<file path="src/rtl/pc_seq_pkg.sv">
// ============================================================================
// Module      : pc_seq_pkg
// Description : Shared types and constants for the fetch-PC sequencer.
// Revision    : 1.0 - initial release
// ============================================================================
`default_nettype none

package pc_seq_pkg;

    typedef enum logic [0:0] {
        RUN  = 1'b0,
        PEND = 1'b1
    } state_e;

    typedef enum logic [1:0] {
        SRC_SEQ     = 2'd0,
        SRC_ID      = 2'd1,
        SRC_EX_BR   = 2'd2,
        SRC_EX_JALR = 2'd3
    } src_e;

    localparam logic [31:0] INSTR_BYTES = 32'd4;
    localparam logic [31:0] JALR_MASK   = 32'hFFFF_FFFE;

    function automatic logic is_ex_src(input src_e s);
        return (s == SRC_EX_BR) || (s == SRC_EX_JALR);
    endfunction

endpackage

`default_nettype wire

</file>
<file path="src/rtl/pc_target_sel.sv">
// ============================================================================
// Module      : pc_target_sel
// Description : Priority arbiter (EX > ID > sequential) feeding one shared
//               PC+X adder; JALR targets get bit 0 cleared.
// Revision    : 1.0 - initial release
// ============================================================================
`default_nettype none

module pc_target_sel
    import pc_seq_pkg::*;
(
    input  logic        id_en,
    input  logic [31:0] pc,
    input  logic        ex_br_taken,
    input  logic        ex_jalr,
    input  logic [31:0] ex_pc,
    input  logic [31:0] ex_rs1,
    input  logic [31:0] ex_imm,
    input  logic        id_jal,
    input  logic [31:0] id_pc,
    input  logic [31:0] id_imm,
    output logic [31:0] target,
    output src_e        source,
    output logic        valid
);

    logic [31:0] w_op_a;
    logic [31:0] w_op_b;
    logic [31:0] w_sum;

    always_comb begin
        w_op_a = pc;
        w_op_b = INSTR_BYTES;
        source = SRC_SEQ;
        valid  = 1'b0;
        if (ex_jalr) begin
            w_op_a = ex_rs1;
            w_op_b = ex_imm;
            source = SRC_EX_JALR;
            valid  = 1'b1;
        end else if (ex_br_taken) begin
            w_op_a = ex_pc;
            w_op_b = ex_imm;
            source = SRC_EX_BR;
            valid  = 1'b1;
        end else if (id_jal && id_en) begin
            w_op_a = id_pc;
            w_op_b = id_imm;
            source = SRC_ID;
            valid  = 1'b1;
        end
    end

    assign w_sum  = w_op_a + w_op_b;
    assign target = (source == SRC_EX_JALR) ? (w_sum & JALR_MASK) : w_sum;

endmodule

`default_nettype wire

</file>
<file path="src/rtl/pc_sequencer.sv">
// ============================================================================
// Module      : pc_sequencer
// Description : Fetch-PC controller with stall-tolerant one-deep redirect
//               pending register, flush generation and redirect counter.
// Revision    : 1.0 - initial release
// ============================================================================
`default_nettype none

module pc_sequencer
    import pc_seq_pkg::*;
#(
    parameter logic [31:0] RESET_PC = 32'h0000_0000,
    parameter int          CNT_W    = 16
) (
    input  logic             clk,
    input  logic             reset,
    input  logic             stall,
    input  logic             ex_br_taken,
    input  logic             ex_jalr,
    input  logic [31:0]      ex_pc,
    input  logic [31:0]      ex_rs1,
    input  logic [31:0]      ex_imm,
    input  logic             id_jal,
    input  logic [31:0]      id_pc,
    input  logic [31:0]      id_imm,
    output logic [31:0]      pc,
    output logic             flush_if,
    output logic             flush_id,
    output logic             misalign,
    output logic [CNT_W-1:0] redirect_cnt
);

    state_e           state_q, state_d;
    logic [31:0]      pc_q, pc_d;
    logic [31:0]      pend_tgt_q, pend_tgt_d;
    src_e             pend_src_q, pend_src_d;
    logic [CNT_W-1:0] cnt_q, cnt_d;
    logic             misalign_q, misalign_d;

    logic [31:0]      w_target;
    src_e             w_source;
    logic             w_valid;
    logic             w_flush_if;
    logic             w_flush_id;

    // ID requests seen while a redirect is pending are wrong-path
    pc_target_sel u_target_sel (
        .id_en       (state_q == RUN),
        .pc          (pc_q),
        .ex_br_taken (ex_br_taken),
        .ex_jalr     (ex_jalr),
        .ex_pc       (ex_pc),
        .ex_rs1      (ex_rs1),
        .ex_imm      (ex_imm),
        .id_jal      (id_jal),
        .id_pc       (id_pc),
        .id_imm      (id_imm),
        .target      (w_target),
        .source      (w_source),
        .valid       (w_valid)
    );

    always_comb begin
        state_d    = state_q;
        pc_d       = pc_q;
        pend_tgt_d = pend_tgt_q;
        pend_src_d = pend_src_q;
        cnt_d      = cnt_q;
        misalign_d = 1'b0;
        w_flush_if = 1'b0;
        w_flush_id = 1'b0;
        case (state_q)
            RUN: begin
                if (!stall) begin
                    pc_d = w_target;
                    if (w_valid) begin
                        w_flush_if = 1'b1;
                        w_flush_id = is_ex_src(w_source);
                        cnt_d      = cnt_q + CNT_W'(1);
                        misalign_d = (w_target[1:0] != 2'b00);
                    end
                end else if (w_valid) begin
                    pend_tgt_d = w_target;
                    pend_src_d = w_source;
                    state_d    = PEND;
                end
            end
            PEND: begin
                if (!stall) begin
                    state_d    = RUN;
                    w_flush_if = 1'b1;
                    cnt_d      = cnt_q + CNT_W'(1);
                    if (w_valid) begin
                        pc_d       = w_target;
                        w_flush_id = 1'b1;
                        misalign_d = (w_target[1:0] != 2'b00);
                    end else begin
                        pc_d       = pend_tgt_q;
                        w_flush_id = is_ex_src(pend_src_q);
                        misalign_d = (pend_tgt_q[1:0] != 2'b00);
                    end
                end else if (w_valid) begin
                    pend_tgt_d = w_target;
                    pend_src_d = w_source;
                end
            end
            default: state_d = RUN;
        endcase
    end

    always_ff @(posedge clk or posedge reset) begin
        if (reset) begin
            state_q    <= RUN;
            pc_q       <= RESET_PC;
            pend_tgt_q <= 32'h0000_0000;
            pend_src_q <= SRC_SEQ;
            cnt_q      <= '0;
            misalign_q <= 1'b0;
        end else begin
            state_q    <= state_d;
            pc_q       <= pc_d;
            pend_tgt_q <= pend_tgt_d;
            pend_src_q <= pend_src_d;
            cnt_q      <= cnt_d;
            misalign_q <= misalign_d;
        end
    end

    assign pc           = pc_q;
    assign flush_if     = w_flush_if;
    assign flush_id     = w_flush_id;
    assign misalign     = misalign_q;
    assign redirect_cnt = cnt_q;

endmodule

`default_nettype wire

</file>
<file path="config.mk">
export PLATFORM = sky130hd
export DESIGN_NAME = pc_sequencer
export DESIGN_NICKNAME = d
export VERILOG_FILES = /design/src/rtl/pc_seq_pkg.sv /design/src/rtl/pc_target_sel.sv /design/src/rtl/pc_sequencer.sv
export SDC_FILE = /design/constraint.sdc
export NUM_CORES = 1
export LEC_CHECK = 0
export BUFFER_PORTS_ARGS = -buffer_cell sky130_fd_sc_hd__buf_2
export CORE_MARGIN = 2
export CORE_UTILIZATION = 56
export CTS_CLUSTER_SIZE = 24
export DETAILED_ROUTE_END_ITERATION = 12
export PLACE_DENSITY = 0.87
export SYNTH_ARGS = -nofsm -noshare
export SYNTH_HDL_FRONTEND = slang
export SYNTH_SLANG_ARGS = --single-unit
</file>
<file path="constraint.sdc">
create_clock -name clk -period 10.8 [get_ports clk]
set_input_delay 0.54 -clock clk [delete_from_list [all_inputs] [get_ports clk]]
set_output_delay 0.54 -clock clk [all_outputs]
set_load 0.01 [all_outputs]
</file>
==> results of run 1 <==
==> metrics by stage <==
| stage | power (uW) | instances | hold WS [ns] |
|---|---|---|---|
| finish | 1277 | 1187 | 0.4695 |
| global route | 1357 | 1187 | 0.4954 |
| CTS | 1273 | 1187 | 0.4704 |
| detailed placement | 956.4 | 1172 | 0.4574 |
| global placement | 941.8 | 1172 | 0.4552 |
| floorplan | 791.2 | 863 | 0.4378 |
==> cells by family (layout without fill, tap and decap cells) <==
group,count (synthesis),in the layout
and+or+nand+nor,319,319
adders and majority gates,33,33
DFF,83,83
AOI/OAI and AO/OA,292,292
xor gates and xnor gates,39,39
buffers and inverters,82,263
muxes,15,15
==> worst register-to-register path: cells and delay by family (launching register included) <==
| family | cells | cell delay, ns |
|---|---|---|
| AO/OA/AOI/OAI | 7 | 1.60 |
| AND/OR/NAND/NOR | 3 | 1.00 |
| buffers and inverters | 3 | 0.76 |
| adder cells (fa/ha/maj) | 2 | 0.58 |
| flip-flops | 1 | 0.47 |
| multiplexers | 1 | 0.37 |
==> cells in the final DEF (no fill, tap or decap), types with 3 or more instances in the layout <==
master and n:
ha_1 32, mux2i_1 12, xnor2_1 30, a21o_1 8, nand2b_1 7, o211ai_2 4
a31oi_1 4, nand4_1 13, buf_2 216, o21ai_1 11, clkbuf_16 9, a211oi_1 3
xor2_1 9, o21bai_1 5, buf_4 11, a22o_1 31, dfrtp_1 83, nand3_1 20
and3_1 8, nor2_1 25, nand2_1 206, o211ai_1 3, nor3b_1 7, o21ai_0 75
a21oi_1 110, o31ai_1 8, a211o_1 4, nor3_1 13, inv_1 20, and2_1 3
==> layer usage <==
metal	wire, um	part of all wire, %	GRT usage [%]	vias up
li1	-	-	-	3404
met1	8261	42	39.27	3288
met2	9318	47	52.41	365
met3	1704	8.6	5.994	47
met4	529	2.7	13.01	0
met5	0	0	0	-
==> final timing paths <==
check | endpoint | slack, ns | depth (start not counted)
min in group asynchronous | redirect_cnt[13] | 0.51 | 3
min | pend_tgt_q[29] | 0.47 | 2
min reg2reg | pend_tgt_q[29] | 0.47 | 2
max reg2reg | pc[30] | 5.92 | 16
max in group asynchronous | pc[17] | 9.60 | 3
max | pc[30] | 5.92 | 16
==> flip-flops by register name (all words and copies together) (netlist names) <==
register	cells
pc	32
pend_tgt_q	32
redirect_cnt	16
misalign	1
pend_src_q	1
state_q	1
==> synth_stat cells, drive strengths merged (3+ instances only) <==
| cell type | instances | area [um2] |
|---|---|---|
| and3 | 8 | 50.05 |
| buf | 18 | 85.08 |
| a211oi | 4 | 35.03 |
| dfrtp | 83 | 2077 |
| nor3 | 13 | 65.06 |
| mux2 | 3 | 33.78 |
| nand3 | 20 | 100.1 |
| o21a | 3 | 30.02 |
| a22o | 31 | 271.5 |
| ha | 32 | 400.4 |
| nor2 | 26 | 97.59 |
| o211ai | 7 | 72.57 |
| o21ai | 87 | 435.4 |
| clkbuf | 43 | 161.4 |
| nor3b | 7 | 52.55 |
| nor2b | 3 | 18.77 |
| o31ai | 9 | 72.57 |
| nand2b | 7 | 43.79 |
| a21o | 8 | 60.06 |
| nand2 | 207 | 779.5 |
| and2 | 4 | 27.53 |
| a21oi | 111 | 559.3 |
| a31oi | 5 | 37.53 |
| a211o | 4 | 35.03 |
| o21bai | 5 | 37.54 |
| nand4 | 13 | 81.33 |
| xor2 | 9 | 78.83 |
| xnor2 | 30 | 262.8 |
| inv | 21 | 78.83 |
| mux2i | 12 | 120.1 |
==> power groups by stage <==
stage	clock network, uW	registers (uW)	logic [uW]
global placement	0	458	483
CTS	316	456	501
floorplan	0	468	323
global route	330	468	559
detailed placement	0	460	496
finish	314	458	505
==> layout make-up <==
class                      count  area [um2]
tap                          143       178.9
clock buffer                  13       260.3
inverter                      21       80.08
timing repair buffer         227        1164
fill                         943        3467
clock inverter                 2       35.03
sequential                    83        2077
multi-input combinational    698        4205
==> metrics.md, run 1 <==
| Metric | Value |
|---|---|
| Run status | `finished clean` |
| Post-synth EDFFs | `0` |
| CP bufs+invs | `3` |
| Antenna-violating nets left | `0` |
| Rows | `39` |
| Startpoint types | `register` |
| Top cell by count, worst path | `buf_4` |
| Die X | `112.5 um` |
| RSZ-0062 raised after global routing | `no` |
| Min-Delay Path Class | `reg -> reg` |
| Diode count | `0` |
| Initial Util | `57.48%` |
| Clock-pin transition on the worst setup and hold timing paths | `0.06 ns` |
| Adder-cell share of the synthesized area | `6.378%` |
| Ys async rst share | `100.0%` |
| Gate Count Post-Synth | `863` |
| IO Port Bufs | `216` |
| Clk buf depth | `2` |
| Leak Pwr | `0.003976 uW` |
| Post_cts resized | `0` |
| Register bit total from synthesis | `83` |
| Mux cell area share after synthesis | `2.335%` |
| Yosys Warn Count | `0` |
| Crit path DAT | `5.13 ns` |
| Max Cap Viol | `0` |
| Drt pass-1 iters | `5` |
| Final Cycle Share | `45.16%` |
| TritonCTS Buffers | `9` |
| Area grow syn2layout | `21.37%` |
| Synth Area in Compound Gates | `about 28%` |
| Place WS | `5.829 ns` |
| Setup violators final | `0` |
| Syn Area/Cell | `7.638 um2` |
| Synth unique cells | `71` |
| Largest family of logic cells by synthesized area | `compound AO/OA/AOI/OAI gates` |
| Post-Route WL | `19,810 um` |
| Number of global-route vias before repair | `around 6,800` |
| Combinational Power Share | `39.5%` |
| Overall fraction of global-route tracks in use | `roughly 31%` |
| Final #Nets | `1,239` |
| Worst Setup End Kind | `register` |
| Clock power frac | `24.6%` |
| Final slew viol count | `0` |
| Post-route minimum period | `slightly below 5 ns` |
| Layout cell share with drive strength beyond 1 | `25.48%` |
| Die H | `roughly 110 um` |
| Vias | `7,104` |
| TritonCTS clock tree | `yes` |
| Slew margin rel. | `16.68%` |
| Post-route cell area | `8000 um2` |
| Main synth FF type | `dfrtp_1` |
| Number of post-CTS setup repair buffers | `0` |
| CP startpoint | `state_q` |
| Die ar. | `12,650 um2` |
| Setup CP Type | `reg -> reg` |
| Via/cell ratio | `5.985` |
| # clock sinks | `83` |
| Final setup TNS | `0 ns` |
| Average wire per standard cell | `16.69 um` |
| Reg-to-Reg Start | `state_q` |
| Drt initial violations | `around 560` |
| Overflow after GRT | `0` |
| Internal power | `796.8 uW` |
| Maximum clock rate | `205.0 MHz` |
| Final hold vios | `0` |
| Clk_lat worst skew | `roughly 0.35 ns` |
| Mapped Area | `6591 um2` |
| CP required | `11.05 ns` |
| Max incr delay on CP | `roughly 0.47 ns` |
| Post-Synth XOR/XNOR Area | `5.182%` |
| Worst Max-Slew Pin Slew | `1.250 ns` |
| IO Count | `217` |
| Area post-placement | `7705 um2` |
| Post-Synth Simple-Gate Area | `21.70%` |
| Worst Skew | `0.01057 ns` |
| Initial antenna violation count | `1` |
| First-pass GRT wire length | `around 32,000 um` |
| Gpl congestion | `0.9620` |
| Core area | `11,470 um2` |
| Register area share after synthesis | `a little under a third` |
| Sequential group share of total power | `35.8%` |
| Synthesized net count | `about 1,100` |
| Worst vdd ir | `0.0001257 V` |
| DRC viols | `0` |
| Switching power | `480.0 uW` |
| Critical path's slowest cell | `dfrtp_1` |
| PD cells | `159.6 nW/um2` |
| Crit-path max FO | `28` |
| Clk root buf | `clkbuf_16` |
| Worst setup margin | `5.923 ns` |
| Sw Ratio | `37.59%` |
| Post-layout util | `69.77%` |
| CP top delay family | `compound AO/OA/AOI/OAI gates` |
| H-tree depth | `3` |
| Largest net degree at the start of global routing | `84` |
| Min-Delay Startpoint | `pend_tgt_q[29]` |
| HPWL Detailed | `14,450 um` |
| Hold_buf cts | `0` |
| Worst-path cell chain | `nand2b_1, buf_4, nor2_2, buf_4, a22o_1, ha_1, inv_1, fa_1, and2b_1, o211ai_2, a31o_4, o41ai_2, a31oi_2, o31ai_2, mux2_1, a211oi_1` |
No activity file was read; power rests on OpenSTA's default activity.
==> run 2: changes to the inputs <==
--- a/config.mk
+++ b/config.mk
@@ -7,10 +7,10 @@
 export LEC_CHECK = 0
 export BUFFER_PORTS_ARGS = -buffer_cell sky130_fd_sc_hd__buf_2
 export CORE_MARGIN = 2
-export CORE_UTILIZATION = 56
+export CORE_UTILIZATION = 52
 export CTS_CLUSTER_SIZE = 24
 export DETAILED_ROUTE_END_ITERATION = 12
-export PLACE_DENSITY = 0.87
+export PLACE_DENSITY = 0.82
 export SYNTH_ARGS = -nofsm -noshare
 export SYNTH_HDL_FRONTEND = slang
 export SYNTH_SLANG_ARGS = --single-unit
==> constraint.sdc (replaced) <==
create_clock -name clk -period 4.85 [get_ports clk]
set_input_delay 0.2425 -clock clk [delete_from_list [all_inputs] [get_ports clk]]
set_output_delay 0.2425 -clock clk [all_outputs]
set_load 0.01 [all_outputs]
==> metrics.md, run 2 (synthesis results as in run 1) <==
| Metric | Value |
|---|---|
| Run status | `finished clean` |
| Final slew viol count | `0` |
| Average wire per standard cell | `16.42 um` |
| Slew margin rel. | `17.28%` |
| Crit path DAT | `4.51 ns` |
| Overflow after GRT | `0` |
| Most frequent cells in the layout | `216 x buf_2, 206 x nand2_1, 110 x a21oi_1` |
| Max Cap Viol | `0` |
| Diode count | `0` |
| Die X | `116.6 um` |
| Vias | `around 7,000` |
| Post-route minimum period | `4.263 ns` |
| Rows | `41` |
| Clk buf depth | `2` |
| Commonest non-fill, non-tap cell in the layout | `buf_2` |
| Via/cell ratio | `5.743` |
| Clk_lat worst skew | `0.35 ns` |
| Min-Delay Path Class | `in -> async` |
| Maximum clock rate | `234.6 MHz` |
| Drt initial violations | `489` |
| Final setup TNS | `0 ns` |
| IO Port Bufs | `about 220` |
| Number of post-CTS setup repair buffers | `0` |
| Sequential Area | `2077 um2` |
| Leak Pwr | `between 0.004 and 0.005 uW` |
| Met1 Usage GRT | `a little under two fifths` |
| Post-Route WL | `around 20,000 um` |
| GR met2 Demand/Resource | `51.74%` |
| Startpoint types | `register` |
| Clk root buf | `clkbuf_16` |
| Clock-pin transition on the worst setup and hold timing paths | `around 0.06 ns` |
| DRC viols | `0` |
| Layer with the highest usage | `met2` |
| Setup CP Type | `reg -> reg` |
| Area grow syn2layout | `22.70%` |
| Fill cells | `1,139` |
| CP required | `5.10 ns` |
| M3 GR Usage | `5.656%` |
| HPWL Detailed | `14,800 um` |
| Number of global-route vias before repair | `6,685` |
| Drt pass-1 iters | `5` |
| TritonCTS clock tree | `yes` |
| # clock sinks | `83` |
| Gpl congestion | `between 0.9 and 1` |
| IO Count | `between 200 and 250` |
| First-pass GRT wire length | `32,130 um` |
| TritonCTS Buffers | `9` |
| Layout cell share with drive strength beyond 1 | `about a quarter` |
| Overall fraction of global-route tracks in use | `29.74%` |
| Initial antenna violation count | `0` |
| Worst Setup End Kind | `register` |
| Worst Skew | `roughly 0.0055 ns` |
| RSZ-0062 raised after global routing | `no` |
| Hold slack | `0.2092 ns` |
| Final Cycle Share | `87.89%` |
| Worst vdd ir | `0.0001868 V` |
| Post_cts resized | `0` |
| Largest net degree at the start of global routing | `84` |
| Setup violators final | `0` |
| Final hold vios | `0` |
| Hold_buf cts | `0` |
| Antenna-violating nets left | `0` |
| H-tree depth | `3` |
| Crit-path max FO | `12` |
| PD cells | `359.9 nW/um2` |
| Initial Util | `a little over half` |
| Core area | `12,520 um2` |
| Die H | `116.6 um` |
| Worst Max-Slew Pin Slew | `1.236 ns` |
| Multi-input gate area | `4205 um2` |
| Final #Nets | `1,242` |
| Die ar. | `13,590 um2` |
## run 2: changes by cell type in the layout (fill, tap and decap cells not counted)
| cell | delta |
|---|---|
| clkbuf_1 | -2 |
| buf_4 | +3 |
| inv_6 | +3 |
| clkinvlp_4 | +1 |
| clkbuf_8 | -2 |
| bufinv_16 | +1 |
## run 2: routing by layer
metal,vias to the layer above,part of all wire (%),routed length (um)
met5,-,0,0
li1,3405,-,-
met2,313,48,9540
met1,3250,42,8469
met3,38,7.9,1587
met4,0,2.2,432
## run 2: final timing paths
| check | start | to | slack (ns) | cells after the start |
|---|---|---|---|---|
| setup / recovery | state_q | pc[30] | 0.59 | 16 |
| hold / removal | reset | redirect_cnt[15] | 0.21 | 3 |
| setup reg to reg | state_q | pc[30] | 0.59 | 16 |
| hold reg to reg | pend_tgt_q[9] | pend_tgt_q[9] | 0.48 | 2 |
| max in group asynchronous | reset | pc[23] | 3.92 | 3 |
| min in group clk | id_jal | state_q | 0.22 | 3 |
## run 2: final cells by class
cell class	instances	area share, %
Tap cell	172	2.661
Multi-Input combinational cell	698	52.00
Clock inverter	7	1.222
Sequential cell	83	25.68
Timing Repair Buffer	230	14.67
Clock buffer	9	2.785
Inverter	21	0.9901
## run 2: critical path: stages, from the launching register on
cell and delay, ns:
dfrtp_1 0.46, nor2b_2 0.49, nand2_1 0.11, a21oi_1 0.14
a21oi_1 0.05, o21ai_0 0.19, ha_1 0.24, inv_1 0.07
fa_1 0.39, and2b_1 0.24, o211ai_2 0.10, a31o_4 0.28
o41ai_2 0.36, a31oi_2 0.11, o31ai_2 0.35, mux2_1 0.36
a211oi_1 0.24
## run 2: report_power, final
group	total, uW	switching, uW	internal (uW)	leakage [uW]
Sequential	1010	141	873	0.00103
Clock	771	315	456	0.000157
Combinational	1130	647	479	0.00282
## run 2: through the flow
stage / cells / worst slack [ns] / utilization, % / total power (uW) / cell area, um2
3_5_place_dp: 1204 / 0.6823 / 62.03 / 2133 / 7764
6_report: 1220 / 0.5874 / 64.61 / 2911 / 8088
4_1_cts: 1220 / 0.5964 / 64.61 / 2902 / 8088
5_1_grt: 1220 / 0.2272 / 64.61 / 3101 / 8088
2_1_floorplan: 863 / 0.8526 / - / 1762 / 6591
3_3_place_gp: 1204 / 0.8283 / 62.03 / 2106 / 7764
